<file path="src/rtl/control_fsm_p.sv">
// Four-state instruction sequencer for a simple bus-based processor datapath.
// Optional load/store support is enabled by defining CTRL_LDST_EN.
//
// state | meaning
// T0    | idle / fetch: latch ir when run=1
// T1    | first execute step (all opcodes)
// T2    | second execute step (ADD, SUB, LD, ST)
// T3    | third execute step (ADD, SUB, LD)
module control_fsm_p #(
    parameter int REG_BITS = 3
) (
    input  logic                       clock,
    input  logic                       resetn,
    input  logic                       run,
    input  logic [3+2*REG_BITS-1:0]    ir,
    input  logic                       g_nz,
    output logic                       ir_in,
    output logic [(2**REG_BITS)-1:0]   r_in,
    output logic [(2**REG_BITS)-1:0]   r_out,
    output logic                       a_in,
    output logic                       g_in,
    output logic                       g_out,
    output logic                       add_sub,
    output logic                       din_out,
    output logic                       addr_in,
    output logic                       dout_in,
    output logic                       w_d,
    output logic                       done
);

    localparam int NREGS = 2**REG_BITS;
    localparam int IR_W  = 3 + 2*REG_BITS;

    localparam logic [2:0] OP_MV   = 3'b000;
    localparam logic [2:0] OP_MVI  = 3'b001;
    localparam logic [2:0] OP_ADD  = 3'b010;
    localparam logic [2:0] OP_SUB  = 3'b011;
    localparam logic [2:0] OP_LD   = 3'b100;
    localparam logic [2:0] OP_ST   = 3'b101;
    localparam logic [2:0] OP_MVNZ = 3'b110;
    localparam logic [2:0] OP_NOP  = 3'b111;

    typedef enum logic [1:0] {
        T0 = 2'd0,
        T1 = 2'd1,
        T2 = 2'd2,
        T3 = 2'd3
    } state_t;

    state_t                state_q, state_d;
    logic [IR_W-1:0]       instr_q, instr_d;
    logic [2:0]            op;
    logic [2:0]            op_eff;
    logic [REG_BITS-1:0]   fld_x;
    logic [REG_BITS-1:0]   fld_y;

    assign op    = instr_q[IR_W-1 -: 3];
    assign fld_x = instr_q[2*REG_BITS-1 -: REG_BITS];
    assign fld_y = instr_q[REG_BITS-1:0];

`ifdef CTRL_LDST_EN
    assign op_eff = op;
`else
    // Without the memory path, loads and stores collapse to a one-cycle no-op.
    assign op_eff = (op == OP_LD || op == OP_ST) ? OP_NOP : op;
`endif

    always_ff @(posedge clock) begin
        if (resetn) begin
            state_q <= T0;
            instr_q <= '0;
        end else begin
            state_q <= state_d;
            instr_q <= instr_d;
        end
    end

    always_comb begin
        state_d = state_q;
        instr_d = instr_q;
        case (state_q)
            T0: begin
                if (run) begin
                    instr_d = ir;
                    state_d = T1;
                end
            end
            T1: begin
                case (op_eff)
                    OP_ADD, OP_SUB, OP_LD, OP_ST: state_d = T2;
                    default:                      state_d = T0;
                endcase
            end
            T2: begin
                case (op_eff)
                    OP_ADD, OP_SUB, OP_LD: state_d = T3;
                    default:               state_d = T0;
                endcase
            end
            default: state_d = T0;
        endcase
    end

    always_comb begin
        ir_in   = 1'b0;
        r_in    = '0;
        r_out   = '0;
        a_in    = 1'b0;
        g_in    = 1'b0;
        g_out   = 1'b0;
        add_sub = 1'b0;
        din_out = 1'b0;
        addr_in = 1'b0;
        dout_in = 1'b0;
        w_d     = 1'b0;
        done    = 1'b0;
        if (!resetn) begin
            case (state_q)
                T0: ir_in = run;
                T1: begin
                    case (op_eff)
                        OP_MV: begin
                            r_out[fld_y] = 1'b1;
                            r_in[fld_x]  = 1'b1;
                            done         = 1'b1;
                        end
                        OP_MVI: begin
                            din_out     = 1'b1;
                            r_in[fld_x] = 1'b1;
                            done        = 1'b1;
                        end
                        OP_MVNZ: begin
                            if (g_nz) begin
                                r_out[fld_y] = 1'b1;
                                r_in[fld_x]  = 1'b1;
                            end
                            done = 1'b1;
                        end
                        OP_ADD, OP_SUB: begin
                            r_out[fld_x] = 1'b1;
                            a_in         = 1'b1;
                        end
`ifdef CTRL_LDST_EN
                        OP_LD, OP_ST: begin
                            r_out[fld_y] = 1'b1;
                            addr_in      = 1'b1;
                        end
`endif
                        default: done = 1'b1;
                    endcase
                end
                T2: begin
                    case (op_eff)
                        OP_ADD, OP_SUB: begin
                            r_out[fld_y] = 1'b1;
                            g_in         = 1'b1;
                            add_sub      = (op_eff == OP_SUB);
                        end
`ifdef CTRL_LDST_EN
                        OP_ST: begin
                            r_out[fld_x] = 1'b1;
                            dout_in      = 1'b1;
                            w_d          = 1'b1;
                            done         = 1'b1;
                        end
`endif
                        default: ;
                    endcase
                end
                T3: begin
                    case (op_eff)
                        OP_ADD, OP_SUB: begin
                            g_out       = 1'b1;
                            r_in[fld_x] = 1'b1;
                            done        = 1'b1;
                        end
`ifdef CTRL_LDST_EN
                        OP_LD: begin
                            din_out     = 1'b1;
                            r_in[fld_x] = 1'b1;
                            done        = 1'b1;
                        end
`endif
                        default: ;
                    endcase
                end
                default: ;
            endcase
        end
    end

endmodule

</file>
<file path="config.mk">
export PLATFORM = sky130hd
export DESIGN_NAME = control_fsm_p
export DESIGN_NICKNAME = d
export VERILOG_FILES = /design/src/rtl/control_fsm_p.sv
export SDC_FILE = /design/constraint.sdc
export NUM_CORES = 1
export LEC_CHECK = 0
export CAP_MARGIN = 5
export CORE_MARGIN = 2
export CORE_UTILIZATION = 41
export CTS_CLUSTER_SIZE = 16
export DETAILED_ROUTE_END_ITERATION = 8
export GPL_ROUTABILITY_DRIVEN = 0
export PLACE_DENSITY = 0.89
export SETUP_SLACK_MARGIN = 0.4
export SLEW_MARGIN = 10
export SYNTH_ARGS = -nofsm -noshare
export SYNTH_HDL_FRONTEND = slang
export SYNTH_SLANG_ARGS = --single-unit
</file>
<file path="constraint.sdc">
create_clock -name clock -period 2 [get_ports clock]
set_clock_uncertainty 0.05 [all_clocks]
set_input_delay 0.4 -clock clock [delete_from_list [all_inputs] [get_ports clock]]
set_output_delay 0.4 -clock clock [all_outputs]
set_load 0.03 [all_outputs]
</file>
==> results, run 1 <==
- The biggest area contributor in the post-synthesis netlist is dfxtp_1.
- The number of distinct standard cells referenced by the synthesized netlist is 37.
- The number of placed instances, taps included is 194.
- The horizontal die dimension is 50.4 um.
- The most frequently used cell type in the post-synthesis netlist is nand2_1.
- The sequential cell area fraction in the yosys report is 25.0%.
- For this run, the number of Yosys warnings is 0.
- The cell area after placement is roughly 0.0017 mm^2.
- The starting utilization of the core area is 44.0%.
- Ranked by instance count, the synthesized netlist is headed by nand2_1 (23), a21oi_1 (11), dfxtp_1 (11).
- The synthesized design contains 0 enable-type register cells.
- The end pin of the worst setup path after global-route repair is r_in[4].
- The number of storage elements in the synthesis netlist is 11.
- The share of flip-flops with an asynchronous set or reset is 0%.
- The number of hold-repair buffers added at the cts stage is 0.
- The HPWL after detailed placement is 2570 um.
- Synthesis handed over a netlist of 116 instances.
- The top-level I/O count is 39.
- The floorplan has 16 rows.
- The clock sink total is 11.
- The H-tree depth is 1.
- The floorplan step set the die height to just over 50 um.
- The maximum number of pins on one net before global-route repair is 18.
- Prior to clock tree synthesis, the placed netlist has a worst setup slack of -0.552 ns.
- The root buffer cell is clkbuf_4.
- The first error in the log reads "[ERROR DPL-0038] Utilization greater than 100%, impossible to legalize".
- The run stopped with a tool error.
- The dominant synthesized flop cell is dfxtp_1.
- Summed over its instances, the top area cell type makes up 25.0% of the synthesized netlist area.
- After the last repair the worst path ends at an output port.
- Sorting the synthesized cells by area gives the leading types as dfxtp_1 (25%), nand2_1 (9.8%), a21oi_1 (6.3%).
- The terminating stage of the flow is global routing.
- The number of buffers added by the clock tree synthesis step is 3.
- The average size of a mapped cell is 7.59 um^2.
- The cell area that synthesis handed to floorplanning was 881 um^2.
- The maximum clock insertion buffer count is 2.
- The number of buffers added on ports is 35.
## cells by family after synthesis
| family | after synthesis | synth area share [%] |
|---|---|---|
| simple gates | 56 | 35.5 |
| mux | 1 | 1.14 |
| fa+ha+maj | 4 | 5.68 |
| compound gates | 30 | 25.0 |
| flops | 11 | 25.0 |
| other cells | 1 | 0.426 |
| buf+inv | 13 | 7.24 |
## what timing repair did
item                                    4_1_cts
buffers inserted                              2
endpoints found under the setup margin       24
pin swaps                                     8
gates resized for setup                      38
## metrics by stage
step | hold WS [ns] | utilization [%]
floorplan | 0.409 | -
global placement | 0.428 | 82.6
detailed placement | 0.438 | 82.6
CTS | 0.448 | 92.5
==> inputs of run 2 (changes only) <==
CORE_AREA = 2 2 63 65   (was unset)
CORE_MARGIN = unset   (was 2)
CORE_UTILIZATION = unset   (was 41)
CTS_CLUSTER_SIZE = unset   (was 16)
DIE_AREA = 0 0 65 67   (was unset)
PLACE_DENSITY = unset   (was 0.89)
PLACE_DENSITY_LB_ADDON = 0.15   (was unset)
SETUP_SLACK_MARGIN = unset   (was 0.4)
==> results, run 2 <==
- The dominant synthesized flop cell is dfxtp_1 (unchanged).
- The register-to-register setup slack is 0.41 ns.
- The die footprint is 0.00436 mm^2.
- The analysis attributes to cell leakage a power of 0.000638 uW.
- The clock edge transition at the registers on the reported setup and hold paths is 0.05 ns.
- The horizontal die dimension came to 65 um (was 50.4 um).
- The max-slew violation count is 0.
- Top cells by instance count after synthesis: nand2_1 (23), a21oi_1 (11), dfxtp_1 (11) (unchanged).
- The top-level I/O count is 39 (unchanged).
- Setup slack on the critical path of the routed design comes to -0.317 ns.
- Setup violations remaining at the end of the flow were counted as 16.
- The number of buffers added on ports was 35 (unchanged).
- The HPWL after detailed placement is 2240 um (was 2570 um).
- The largest registers in the layout are instr_q x9, state_q x2.
- The share of flip-flops with an asynchronous set or reset is 0% (unchanged).
- The depth of the worst register-to-register path is 8.
- The synthesized instance count is 116 (unchanged).
- Entering global routing, the biggest net connects 13 pins.
- At the worst endpoint, the required time is 1.55 ns.
- Summed over all nets, wire length on met2 after detailed routing comes to 1330 um.
- The area inside the core boundary is 0.00361 mm^2.
- The hold violation count in the final report came to 0.
- The first detailed-routing pass ran for 4 iterations.
- Dividing the detail-routed via count by the number of cells gives 4.67.
- The power density over the cells is around 390 mW/mm^2.
- The site row count is 22 (was 16).
- Data on the critical path arrives at its endpoint at 1.87 ns.
- The worst setup path is of the flip-flop to primary output kind.
- The number of hold-repair buffers added at the cts stage is 0 (unchanged).
- Ranked by flip-flop count, first place goes to instr_q.
- Detailed routing placed a total of 120 um of wire on met3.
- The sequential cell area fraction in the yosys report is 25.0% (unchanged).
- 0 antenna diodes ended up in the layout.
- The starting utilization of the core area is 24.4% (was 44.0%).
- Largest cells by area after synthesis: dfxtp_1 (25%), nand2_1 (9.8%), a21oi_1 (6.3%) (unchanged).
- The number of placed instances, taps included is 214 (was 194).
- The worst-case vdd ir drop is 216 uV.
- After detailed routing, the average wire length per cell comes to 12.9 um.
- The number of buffers added by the clock tree synthesis step is 3 (unchanged).
- The average size of a mapped cell came to 7.59 um^2 (unchanged).
- The count of flip-flops with a built-in enable after synthesis is 0 (unchanged).
- The die span in y came to 67 um (was 50.4 um).
- Run status: finished, violations left (was did not finish).
- The number of distinct standard cells referenced by the synthesized netlist is 37 (unchanged).
- The worst slack at placement is -0.559 ns (was -0.552 ns).
- The worst setup path is launched from a flip-flop.
- For this design, the slowest cell found on the critical path is or3b_4.
- For this run the aggregate overflow at the end of global routing stands at 0.
- The post-route core utilization is 49.9%.
- The most frequently used cell type in the post-synthesis netlist is nand2_1 (unchanged).
- The cell type with the highest aggregate area in the netlist is dfxtp_1 (unchanged).
- The global-route usage over all layers is ~14%.
- The number of antenna violations at the first check in global routing was 0.
- The synthesized cell area is 881 um^2 (unchanged).
- The via count of the first global-routing pass is 975.
- TritonCTS built the clock tree.
- The tightest min-delay check is of the flip-flop to flip-flop type.
- The top layer used by detailed routing is met4.
- On the worst path, the slowest cell contributes a delay of 0.48 ns.
- The clock insertion delay at the later pin of the skew report is about 0.23 ns.
- The register with the most flip-flops in the layout has 9 of them.
- The wire length of the first global-routing pass is 4640 um.
- From synthesis to final layout, the design area changed by 104%.
- The depth of the worst hold-timing path is 2.
- The critical path goes through ha_4 -> buf_6 -> or3b_4 -> a2111oi_4 -> buf_4.
- The cell area after placement came to 0.00163 mm^2 (was 0.00165 mm^2).
- The final design instance area without fill is 0.00180 mm^2.
- The worst path in the final design needs a cycle of 2.32 ns, including I/O delays and setup.
- The worst setup path is captured at a primary output.
- Setup repair after global routing could not meet its margin everywhere.
- The number of nets at the end of the flow is 192.
- The final reports fail on setup timing.
- The residual antenna-violating net count after detailed routing is 0.
- For this run, the top clock speed supported by timing is around 430 MHz.
- The total negative slack is -4.59 ns.
- The maximum clock insertion buffer count was 2 (unchanged).
- The number of vias in the routed layout is 1037.
- The number of storage elements in the synthesis netlist is 11 (unchanged).
- The wire length on met1 is approximately 1400 um.
- The first routing iteration left 39 violations.
- The count of placed standard cells in the final layout, fillers left out is between 200 and 250.
- In the routed design, unresolved DRC markers number 0.
- The top cell types in the final layout, fill and taps aside, are buf_4 (37), nand2_1 (23), buf_6 (12).
- The H-tree depth is 1 (unchanged).
- The total detailed-routing wirelength is 2870 um.
- The share of the clock period used by the worst path after layout is 116%.
- The fraction of layout instances using a drive strength above 1 is 50.6%.
- The most common cell after layout, fill and taps aside is buf_4.
- Of all nets on the critical path, the largest fanout is 8.
- The clock sink total came to 11 (unchanged).
- The root buffer cell is clkbuf_8 (was clkbuf_4).
- The number of max-cap violations is 0.
- The yosys synthesis warning count is 0 (unchanged).
- The proportion of netlist area held by the largest area contributor was 25.0% (unchanged).
[run 2: cell counts after synthesis]
Identical to the previous run, type by type.
[run 2: area by class of cell]
cell class	count	area, um^2
fillers	348	1810
multi-input cells	94	903
repair buffers	62	551
flip-flops and latches	11	225
well taps	48	60.1
clock buffers	4	45.0
inverters	3	16.3
[run 2: kinds of logic (layout without fill, tap and decap cells)]
family,count (synthesis),after routing,share of synthesized area [%]
other,1,3,0.426
adders and majority gates,4,4,5.68
muxes,1,1,1.14
and+or+nand+nor,56,56,35.5
AOI/OAI and AO/OA,30,30,25.0
DFF,11,11,25.0
buffers and inverters,13,69,7.24
[run 2: final timing paths]
kind	startpoint	endpoint
worst max register to register	state_q[0]	state_q[0]
worst min register to register	instr_q[4]	instr_q[4]
worst max-delay path	state_q[0]	r_in[2]
worst min-delay path	instr_q[4]	instr_q[4]
[run 2: critical path, delay by kind of cell (launching register included)]
family	cells	cell delay (ns)
flops	1	0.38
simple gates	1	0.48
compound gates	1	0.32
fa+ha+maj	1	0.14
buf+inv	2	0.31
[run 2: power breakdown]
group	switching, uW	leakage (uW)	internal [uW]	total [uW]
clock	76.8	0.0000228	139	216
sequential	20.2	0.0000915	233	253
combinational	124	0.000524	111	235
[run 2: per-stage QoR]
step	power (uW)	hold WS, ns
finish	705	0.441
global placement	473	0.429
detailed placement	476	0.428
global route	737	0.478
CTS	707	0.443
floorplan	390	0.409
[run 2: what timing repair did]
action / in CTS / in global routing
buffers inserted: 4 / 1
pin swaps: 8 / 6
endpoints found under the setup margin: 17 / 18
resized for setup: 20 / 7
[run 2: metal layers]
| layer | up-vias | track usage, % |
|---|---|---|
| met4 | 0 | 6.38 |
| met2 | 27 | 22.0 |
| met5 | - | 0 |
| li1 | 535 | - |
| met1 | 473 | 18.2 |
| met3 | 2 | 1.86 |
(Power assumes the default switching activity.)
